**config.mk**
```make
export PLATFORM = sky130hd
export DESIGN_NAME = reversible_serial_adder
export DESIGN_NICKNAME = d
export VERILOG_FILES = /design/src/rtl/rsa_pkg.sv /design/src/rtl/rsa_bit_slice.sv /design/src/rtl/reversible_serial_adder.sv
export SDC_FILE = /design/constraint.sdc
export NUM_CORES = 1
export LEC_CHECK = 0
export ABC_CLOCK_PERIOD_IN_PS = 1600
export CAP_MARGIN = 40
export CORE_MARGIN = 5
export CORE_UTILIZATION = 51
export CTS_CLUSTER_SIZE = 12
export DETAILED_ROUTE_END_ITERATION = 10
export PLACE_DENSITY = 0.79
export SETUP_SLACK_MARGIN = 0.1
export SLEW_MARGIN = 20
export SYNTH_ARGS = -nofsm -noshare
export SYNTH_HDL_FRONTEND = slang
export SYNTH_SLANG_ARGS = --single-unit
```
**constraint.sdc**
```tcl
create_clock -name clk -period 1.6 [get_ports clk]
set_clock_uncertainty 0.05 [all_clocks]
set_input_delay 0.32 -clock clk [delete_from_list [all_inputs] [get_ports clk]]
set_output_delay 0.32 -clock clk [all_outputs]
set_load 0.01 [all_outputs]
```
**src/rtl/rsa_pkg.sv**
```systemverilog
// Shared types and slice equations for the reversible serial adder.
// The optional GARB_PARITY_EN feature is handled in the top level.
package rsa_pkg;

  localparam logic [1:0] ST_IDLE = 2'd0;
  localparam logic [1:0] ST_RUN  = 2'd1;
  localparam logic [1:0] ST_DONE = 2'd2;

  typedef enum logic [1:0] {
    IDLE = ST_IDLE,
    RUN  = ST_RUN,
    DONE = ST_DONE
  } rsa_state_t;

  typedef struct packed {
    logic sum;
    logic cout;
    logic g0;
    logic g1;
  } rsa_slice_t;

  // Reversible full adder: g0/g1 keep enough information to undo the addition.
  function automatic rsa_slice_t rsa_slice_eval(input logic a, input logic b, input logic c);
    rsa_slice_t r;
    r.sum  = a ^ b ^ c;
    r.cout = (a & b) | (c & (a ^ b));
    r.g0   = a;
    r.g1   = a ^ b;
    return r;
  endfunction

endpackage

```
**src/rtl/rsa_bit_slice.sv**
```systemverilog
// Combinational reversible full-adder slice: a, b, c -> sum, cout, g0, g1.
module rsa_bit_slice
  import rsa_pkg::*;
(
  input  logic a,
  input  logic b,
  input  logic c,
  output logic sum,
  output logic cout,
  output logic g0,
  output logic g1
);

  rsa_slice_t w_res;

  assign w_res = rsa_slice_eval(a, b, c);
  assign sum   = w_res.sum;
  assign cout  = w_res.cout;
  assign g0    = w_res.g0;
  assign g1    = w_res.g1;

endmodule

```
**src/rtl/reversible_serial_adder.sv**
```systemverilog
// Bit-serial WIDTH-bit adder driving one reversible slice, LSB first.
// Define GARB_PARITY_EN to add the garb_par output (parity of all slice g1 outputs).
module reversible_serial_adder
  import rsa_pkg::*;
#(
  parameter int WIDTH = 8
) (
  input  logic             clk,
  input  logic             rst_n,
  input  logic             start,
  input  logic [WIDTH-1:0] a,
  input  logic [WIDTH-1:0] b,
  input  logic             cin,
  output logic             busy,
  output logic             done,
  output logic [WIDTH-1:0] sum,
  output logic             cout
`ifdef GARB_PARITY_EN
  ,
  output logic             garb_par
`endif
);

  localparam int CW = (WIDTH > 1) ? $clog2(WIDTH) : 1;
  localparam logic [CW-1:0] CNT_LAST = CW'(WIDTH - 1);

  rsa_state_t       r_state;
  rsa_state_t       w_next_state;
  logic [WIDTH-1:0] r_sa;
  logic [WIDTH-1:0] r_sb;
  logic             r_carry;
  logic [CW-1:0]    r_cnt;
  logic             w_sum_b;
  logic             w_cout_b;
  logic             w_g0;
  logic             w_g1;
  logic             w_last;

  rsa_bit_slice u_slice (
    .a    (r_sa[0]),
    .b    (r_sb[0]),
    .c    (r_carry),
    .sum  (w_sum_b),
    .cout (w_cout_b),
    .g0   (w_g0),
    .g1   (w_g1)
  );

  assign w_last = (r_cnt == CNT_LAST);

  // State register
  always_ff @(posedge clk or negedge rst_n) begin
    if (!rst_n) begin
      r_state <= IDLE;
    end else begin
      r_state <= w_next_state;
    end
  end

  // Next-state logic: start is honoured only in IDLE
  always_comb begin
    w_next_state = r_state;
    case (r_state)
      IDLE: begin
        if (start) begin
          w_next_state = RUN;
        end else begin
          w_next_state = IDLE;
        end
      end
      RUN: begin
        if (w_last) begin
          w_next_state = DONE;
        end else begin
          w_next_state = RUN;
        end
      end
      DONE:    w_next_state = IDLE;
      default: w_next_state = IDLE;
    endcase
  end

  // Datapath: operand shifters, carry feedback, counter and registered outputs
  always_ff @(posedge clk or negedge rst_n) begin
    if (!rst_n) begin
      r_sa    <= '0;
      r_sb    <= '0;
      r_carry <= 1'b0;
      r_cnt   <= '0;
      sum     <= '0;
      cout    <= 1'b0;
      busy    <= 1'b0;
      done    <= 1'b0;
    end else begin
      busy <= (w_next_state != IDLE);
      done <= (r_state == DONE);
      case (r_state)
        IDLE: begin
          if (start) begin
            r_sa    <= a;
            r_sb    <= b;
            r_carry <= cin;
            r_cnt   <= '0;
            sum     <= '0;
            cout    <= 1'b0;
          end
        end
        RUN: begin
          sum     <= {w_sum_b, sum[WIDTH-1:1]};
          r_carry <= w_cout_b;
          r_sa    <= {1'b0, r_sa[WIDTH-1:1]};
          r_sb    <= {1'b0, r_sb[WIDTH-1:1]};
          // The counter parks at its last value; the final carry lands in cout.
          if (w_last) begin
            cout <= w_cout_b;
          end else begin
            r_cnt <= r_cnt + 1'b1;
          end
        end
        default: begin
        end
      endcase
    end
  end

`ifdef GARB_PARITY_EN
  logic r_garb_par;
  logic w_unused_g0;

  assign w_unused_g0 = w_g0;
  assign garb_par    = r_garb_par;

  // Garbage parity accumulator over every g1 the slice produces in a run
  always_ff @(posedge clk or negedge rst_n) begin
    if (!rst_n) begin
      r_garb_par <= 1'b0;
    end else if ((r_state == IDLE) && start) begin
      r_garb_par <= 1'b0;
    end else if (r_state == RUN) begin
      r_garb_par <= r_garb_par ^ w_g1;
    end
  end
`else
  logic w_unused_garb;

  assign w_unused_garb = w_g0 ^ w_g1;
`endif

endmodule

```
# Yosys cells after proc, flatten, opt, wreduce, memory -nomap -nowiden

Cells that the tools add are included.

Flip-flop bits (word level): 33
Bits of input ports: 20
Output and inout bits: 11

Add/sub/neg operators: 1
Eq/ne operators: 6
Mux-type cells: 17
Bitwise gates (word level): 5
Reductions and logical operators: 6

Operator list:

| kind                                                            | number |
|---|---|
| 8-bit case mux with 2 select lines                              | 3 |
| 8-bit 2-to-1 mux                                                | 3 |
| 3-bit 2-to-1 mux                                                | 2 |
| 2-bit inequality test, second input constant                    | 3 |
| 3-bit case mux with 2 select lines                              | 1 |
| 3-bit AND reduction                                             | 2 |
| 1-bit 2-to-1 mux                                                | 4 |
| 1-bit case mux with 2 select lines                              | 2 |
| 2-bit case mux with 2 select lines                              | 1 |
| 2-bit nonzero test                                              | 2 |
| 3-bit by 1-bit adder with 3-bit output, second input constant   | 1 |
| 3-bit == test, second input constant                            | 1 |
| 1-bit bitwise AND                                               | 2 |
| 2-bit by 1-bit == test with 1-bit output, second input constant | 1 |
| 2-bit == test, second input constant                            | 1 |
| 2-bit logical NOT                                               | 1 |
| 2-bit 2-to-1 mux                                                | 1 |
| 2-bit AND reduction                                             | 1 |
| 1-bit XOR                                                       | 2 |
| 1-bit bitwise OR                                                | 1 |

# Depth between registers and ports, before layout

Gate-level depths: netlist of the first run.

Word-level depth: 5
Mapped depth: 5

# By module

A second synthesis of the first run with hierarchy kept.

Cell total of the unflattened synthesis: 133
Area, all modules: 1458.9 sq um

Modules (own cells, without submodules):

| module                  | times used | cells each | area each (sq um) |
|---|---|---|---|
| reversible_serial_adder | 1          | 130        | 1418.9 |
| rsa_bit_slice           | 1          | 3          | 40.0 |

# Worst setup path after synthesis of the first run

Ideal clock, no wire load.

Kind: register -> register
From: reg r_cnt[0]
To: reg cout
Setup time: 0.126 ns
Arrival time: 1.212 ns
Required time: 1.424 ns
Slack: 0.212 ns
Cell stages (with the launch flop): 5
Buffers on the path: 0
Period minus slack after synthesis: 1.388 ns
Path through: dfrtp_1 > ha_1 > ha_1 > nor2b_1 > a221o_1

Cells in the longest elaborated chain, start to end: 3

RTL lines:

| what                            | line                           | text |
|---|---|---|
| start, declared                 | reversible_serial_adder.sv:32  | `logic [CW-1:0] r_cnt;` |
| start signal, assigned          | reversible_serial_adder.sv:117 | `r_cnt <= r_cnt + 1'b1;` |
| 3-bit == test                   | reversible_serial_adder.sv:49  | `assign w_last = (r_cnt == CNT_LAST);` |
| 2-bit inequality test (no line) | n/a                            |  |
| 3-bit AND reduction (no line)   | n/a                            |  |
| end signal, assigned            | reversible_serial_adder.sv:115 | `cout <= w_cout_b;` |
| end, declared                   | reversible_serial_adder.sv:17  | `output logic cout` |

No other way between the ends.
A chain may end at the register's enable or synchronous reset.

# Worst setup path in the final report of the first run

From: reg r_state[1]
To: reg r_sb[6]

Cells in the longest elaborated chain, start to end: 3
Elaborated cells between the ends (all ways): 6
Those cells by class: eq/ne (2); mux (1); reduce/logical (3)

RTL lines:

| what                                                                          | line                           | text |
|---|---|---|
| start, declared                                                               | reversible_serial_adder.sv:27  | `rsa_state_t r_state;` |
| start signal, assigned                                                        | reversible_serial_adder.sv:56  | `r_state <= w_next_state;` |
| 2-bit by 1-bit == test with 1-bit output or 2-bit logical NOT (tied branches) | reversible_serial_adder.sv:97  | `case (r_state)` |
| 2-bit nonzero test (no line) or 2-bit inequality test (tied branches)         | n/a                            |  |
| 2-bit AND reduction (no line)                                                 | n/a                            |  |
| end signal, assigned                                                          | reversible_serial_adder.sv:112 | `r_sb <= {1'b0, r_sb[WIDTH-1:1]};` |
| end, declared                                                                 | reversible_serial_adder.sv:30  | `logic [WIDTH-1:0] r_sb;` |

Several ways; a longest one is shown, not always the timed one.

==> impl_metrics.yaml, run 1 <==
outcome:
  outcome: "completed"
logic_synthesis:
  synth_seq_cells: 33
  yosys-top-cells-count: "dfrtp_1 (33), inv_1 (15), nor4b_1 (8)"
  ys_top_cells_by_area: "dfrtp_1 (51%), nor4b_1 (4.3%), a22o_1 (3.8%)"
  synth.net_count: 156
  ys_warn_count: 0
  async_reset_ff_share_pct: 100.0
  synth_area_leader_cell: "dfrtp_1"
  synthFlopType: "dfrtp_1"
  syn_area_um2: 1633
  synth_cell_type_count: 34
  yosysMostFrequentCell: "dfrtp_1"
  ys_seq_area_share_pct: 50.57
  synth-edff-count: 0
  synth_top_area_share_pct: 50.57
  netlist_instances: 133
  syn_area_per_cell_um2: 12.28
drt:
  wl_met3_um: 222
  wl_met1_um: 1370
  num_vias: 1189
  highest_layer: "met4"
  first_iter_violations: 85
  drt-total-wl_um: 3148
  dr.pass1.iters: 4
  viasPerCell: 5.608
  wl_per_cell_um: 14.85
  drc: 0
  met2_wirelength_um: 1495
  ant_nets: 0
sta:
  maxSlewViolCount: 0
  max_freq_mhz: 696.5
  setup_slack_ns: 0.1643
  fin_crit_ns: 1.436
  period_share_pct: 89.73
  setup_viol: 0
  rsz0062_at_grt: "no"
  worst_pin_slew_ns: 0.4592
  finalHoldViolCount: 0
  setup_tns_ns: 0
  max-slew-margin-rel_pct: 69.32
die:
  die_w_um: 66.58
  initial_core_util_pct: 53.48
  ios: 31
  dieHeight_um: 66.58
  num_rows: 20
  die_area_um2: 4433
  core_um2: 3053
grt:
  antenna_found_initial: 0
  gr-total-overflow: 0
  grt_usage_pct: 16.42
  grt_max_degree: 35
  grt_pass1_wl_um: 5416
  first_global_vias: 1206
layout:
  antennaDiodeCount: 0
  fin_area_um2: 2032
  fin_util_pct: 66.56
  multi_input_area_um2: 659.4
  drive_gt1_share_pct: 19.05
  n_fill_cell: 245
  nets: 190
  regArea_um2: 825.8
  synthToLayoutAreaGrowth_pct: 24.44
setup_path:
  crit_family: "simple AND/OR/NAND/NOR gates"
  cp.arrival_ns: 1.62
  crit_type: "reg -> reg"
  crit_chain: "buf_6 -> or4b_1 -> o221a_2"
  slowest_stage: "or4b_1"
  startpoint_type: "register"
  worstPathMaxFanout: 27
  cp_data_required_time_ns: 1.78
  r2r-start: "r_state[1]"
  path_buf_inv: 1
  critical-path-max-stage-delay_ns: 0.54
  crit_start: "r_state[1]"
  endpoint_kind: "register"
place:
  dp_hpwl_um: 2216
  dp_slack_ns: -0.1822
  place_congestion: 0.7549
  numPortBuffers: 30
  postPlaceCellArea_um2: 1972
power:
  leakage_nw: 0.9217
  peakVddDrop_mv: 0.9318
  seqPwrFrac_pct: 41.5
  internal-power_mw: 2.071
  pwr-share-clk_pct: 14.2
  p_per_area_nw_per_um2: 1617
  power_frac_comb_pct: 44.2
  switching_power_mw: 1.214
  sw_frac_of_total_pct: 36.95
  power.total_mw: 3.285
flow_run:
  cap_viol_max_count: 0
clock_tree:
  clkTransAtPathRegs_ns: 0.11
  clk_path_buf_depth: 2
  clkLatencyLatePin_ns: 0.35
  cts_max_level: 2
  clock-sinks: 33
  numCtsBuffers: 5
  cts_tree: "built"
  root_buffer: "clkbuf_4"
  cts_hold_buf: 0
hold_path:
  hold_class: "in -> async"
stage by stage:
stage          instances  hold slack (ns)
2_1_floorplan        133         -0.02559
3_3_place_gp         203           0.4237
3_5_place_dp         204           0.4483
4_1_cts              212           0.2722
5_1_grt              212           0.2603
6_report             212           0.2744
path summary, 6_finish.rpt:
kind / end / slack (ns) / cells past startpoint
worst max-delay path: r_sb[6] / 0.16 / 3
worst min register to register: sum[0] / 0.46 / 1
worst min-delay path: r_sb[2] / 0.27 / 2
max in group asynchronous: r_sb[0] / 1.05 / 2
min in group clk: sum[0] / 0.46 / 1
worst max register to register: r_sb[6] / 0.16 / 3
kinds of logic (layout without fill, tap and decap cells):
kind of cell | count (synthesis) | in the layout | synth area share (%)
simple gates | 38 | 38 | 18.47
flops | 33 | 33 | 50.57
compound gates | 31 | 31 | 18.62
buf+inv | 28 | 63 | 9.577
fa+ha+maj | 3 | 3 | 2.758
power by group through the flow:
stage                     clock (mW)  combinational, mW  sequential (mW)
after floorplan                    0               1.06             1.41
after global placement             0               1.42             1.37
after detailed placement           0               1.51             1.39
after CTS                      0.474               1.44             1.36
after global routing           0.522               1.62             1.41
final                          0.467               1.45             1.36
layout make-up:
cell class              count  share of cell area (%)
multi-input cells          72                   32.45
well taps                  44                   2.709
inverters                  16                   2.956
repair buffers             39                   18.53
clock buffers               5                   1.847
clock inverters             3                  0.8621
flip-flops and latches     33                   40.64
per-layer routing:
metal / up-vias / global-route usage, %
met5: - / 0
met4: 0 / 8.376
met3: 8 / 6.577
met2: 32 / 25.87
met1: 584 / 19.18
li1: 565 / -
placed cells by master, fill, tap and decap left out, drive strengths merged, types with 3 or more instances in the layout:
cell           instances
nor4b                 11
nand2b                 3
a211oi                 3
dfrtp                 33
o221a                  4
nand2                  3
a221oi                 8
nand3                  3
nor2b                  3
nor3b                  4
buf                    9
clkbuf                 5
or4b                   4
clkdlybuf4s50         18
a22o                   7
o221ai                 4
inv                   16
dlygate4sd2           11
sequential cells by signal, indices dropped and copies added, names as in the netlist:
name / flops
r_sa: 8
r_cnt: 3
r_sb: 8
cout: 1
done: 1
busy: 1
r_carry: 1
r_state: 2
sum: 8
repair_timing:
item	4_1_cts	5_1_grt
buffers inserted	0	0
endpoints found under the setup margin	11	13
pin swaps	0	0
gates resized for setup	11	5
Power figures use the tool's default switching activity.
==> run 2: changes to the inputs <==
CTS_CLUSTER_DIAMETER = 200   (was not set)
==> results of run 2 <==
Final layout, timing and power as in run 1 (identical DEF).
==> run 3: changes to the inputs <==
==> constraint.sdc (replaced) <==
create_clock -name clk -period 1.6 [get_ports clk]
set_clock_uncertainty 0.05 [all_clocks]
set_input_delay 0.24 -clock clk [delete_from_list [all_inputs] [get_ports clk]]
set_output_delay 0.24 -clock clk [all_outputs]
set_load 0.01 [all_outputs]
==> run 3 against run 2 <==
Net effect:
- die area unchanged
- register-to-register slack about the same
- non-clock buffer count decreased by 1
- design area increased by 1.7%
- wire length decreased by 0.41%
- count of clock-buffer cells in the layout unchanged
- maximum frequency decreased by 0.93%
- worst hold slack got worse by 0.028 ns
- first-iteration DRC count increased by 13%
- clock power increased by 67%
- largest cell class unchanged
==> impl_metrics.yaml, run 3 (synthesis gave the netlist of run 1 again) <==
die:
  initial_core_util_pct: 53.48
  num_rows: 20
  dieHeight_um: 66.58
  ios: 31
  core_um2: 3053
  die_w_um: 66.58
  die_area_um2: 4433
clock_tree:
  cts_tree: "built"
  post-cts-setup-buffer-count: 0
  clkLatencyLatePin_ns: 0.33
  cts_hold_buf: 0
  clkTransAtPathRegs_ns: 0.11
  cts_resized: 11
  clk_path_buf_depth: 2
  cts_max_level: 2
  clock-sinks: 33
  root_buffer: "clkbuf_4"
  numCtsBuffers: 5
grt:
  grt_usage_pct: 16.18
  grt_max_degree: 35
  antenna_found_initial: 0
  gr-total-overflow: 0
  grt_pass1_wl_um: 5526
  first_global_vias: 1207
power:
  peakVddDrop_mv: 0.9327
  seqPwrFrac_pct: 37.9
  p_per_area_nw_per_um2: 1750
  pwr-share-clk_pct: 21.6
  power_frac_comb_pct: 40.6
  sw_frac_of_total_pct: 33.74
  switching_power_mw: 1.220
  internal-power_mw: 2.396
  leakage_nw: 0.9319
  power.total_mw: 3.615
flow_run:
  cap_viol_max_count: 0
place:
  dp_hpwl_um: 2148
  dp_slack_ns: -0.08827
  numPortBuffers: 30
  postPlaceCellArea_um2: 1952
  placed_cells: 203
  place_congestion: 0.7376
layout:
  synthToLayoutAreaGrowth_pct: 26.51
  final_cell_mix: "dfrtp_1 (33), clkdlybuf4s50_1 (19), inv_1 (15), dlygate4sd2_1 (10), nor4b_1 (8)"
  fin_cells: 211
  reg_top3: "r_sa: 8 flops, r_sb: 8 flops, sum: 8 flops"
  drive_gt1_share_pct: 19.16
  fin_area_um2: 2066
  antennaDiodeCount: 0
  final_common_cell: "dfrtp_1"
  nets: 189
drt:
  num_vias: 1187
  viasPerCell: 5.626
  first_iter_violations: 96
  dr.pass1.iters: 4
  drt-total-wl_um: 3135
  ant_nets: 0
  wl_per_cell_um: 14.86
  drc: 0
setup_path:
  r2r-start: "r_cnt[0]"
  crit_type: "reg -> reg"
  ff2ff_setup_slack_ns: 0.15
  startpoint_type: "register"
  reg2reg_depth: 4
  endpoint_kind: "register"
  r2r_end: "r_cnt[0]"
  cp.arrival_ns: 1.65
  cp_data_required_time_ns: 1.80
  worstPathMaxFanout: 8
sta:
  rsz0062_at_grt: "yes"
  maxSlewViolCount: 0
  setup_viol: 0
  fin_crit_ns: 1.449
  max_freq_mhz: 690.0
  worst_pin_slew_ns: 0.4680
  finalHoldViolCount: 0
  setup_slack_ns: 0.1508
  setup_tns_ns: 0
  max-slew-margin-rel_pct: 68.74
  period_share_pct: 90.58
hold_path:
  hold_class: "in -> async"
outcome:
  outcome: "completed"
[run 3: changes by cell type in the layout (fill, tap and decap cells not counted), sizes merged]
cell           previous run  this run
buf                       9         8
clkinvlp                  1         0
clkinv                    2         1
bufinv                    0         2
dlygate4sd2              11        10
clkdlybuf4s50            18        19
[run 3: per-layer routing]
metal  global-route usage, %  vias up  share of wire, %
li1                        -      561                 -
met1                   20.85      593                47
met2                   25.99       27                47
met3                   4.890        6               4.4
met4                   5.076        0               1.1
met5                       0        -                 0
[run 3: final cells by class]
type	count	area, um2
sequential	33	825.8
clock buffer	5	37.54
timing repair buffer	38	357.8
clock inverter	3	65.06
multi-input combinational	72	664.4
fill	244	987.2
tap	44	55.05
inverter	16	60.06
[run 3: power groups by stage]
stage	Sequential [mW]	Clock, mW	Combinational [mW]
after floorplan	1.41	0	1.06
after global placement	1.37	0	1.42
after detailed placement	1.39	0	1.50
after CTS	1.36	0.787	1.45
after global routing	1.42	0.823	1.64
final	1.37	0.780	1.47
[run 3: worst max-delay path, stage by stage (launching register included)]
cell and delay, ns:
dfrtp_1 0.43, ha_1 0.22, ha_2 0.22, or2_1 0.27, o221ai_1 0.18
[run 3: stage by stage]
stage | util (%) | hold WS (ns)
2_1_floorplan | - | -0.1056
3_3_place_gp | 63.69 | 0.4238
3_5_place_dp | 63.93 | 0.4326
4_1_cts | 66.97 | 0.2567
5_1_grt | 67.66 | 0.2781
6_report | 67.66 | 0.2467
[run 3: how the worst max path moves through the flow]
stage	slack (ns)	depth (start not counted)	start	end
2_1_floorplan	0.21	4	r_cnt[0]	cout
6_report	0.15	4	r_cnt[0]	r_cnt[0]
3_3_place_gp	-0.08	2	r_state[1]	r_sa[3]
5_1_grt	0.09	4	r_cnt[0]	r_cnt[1]
3_5_place_dp	-0.09	4	start	r_sa[3]
4_1_cts	0.11	1	busy	busy
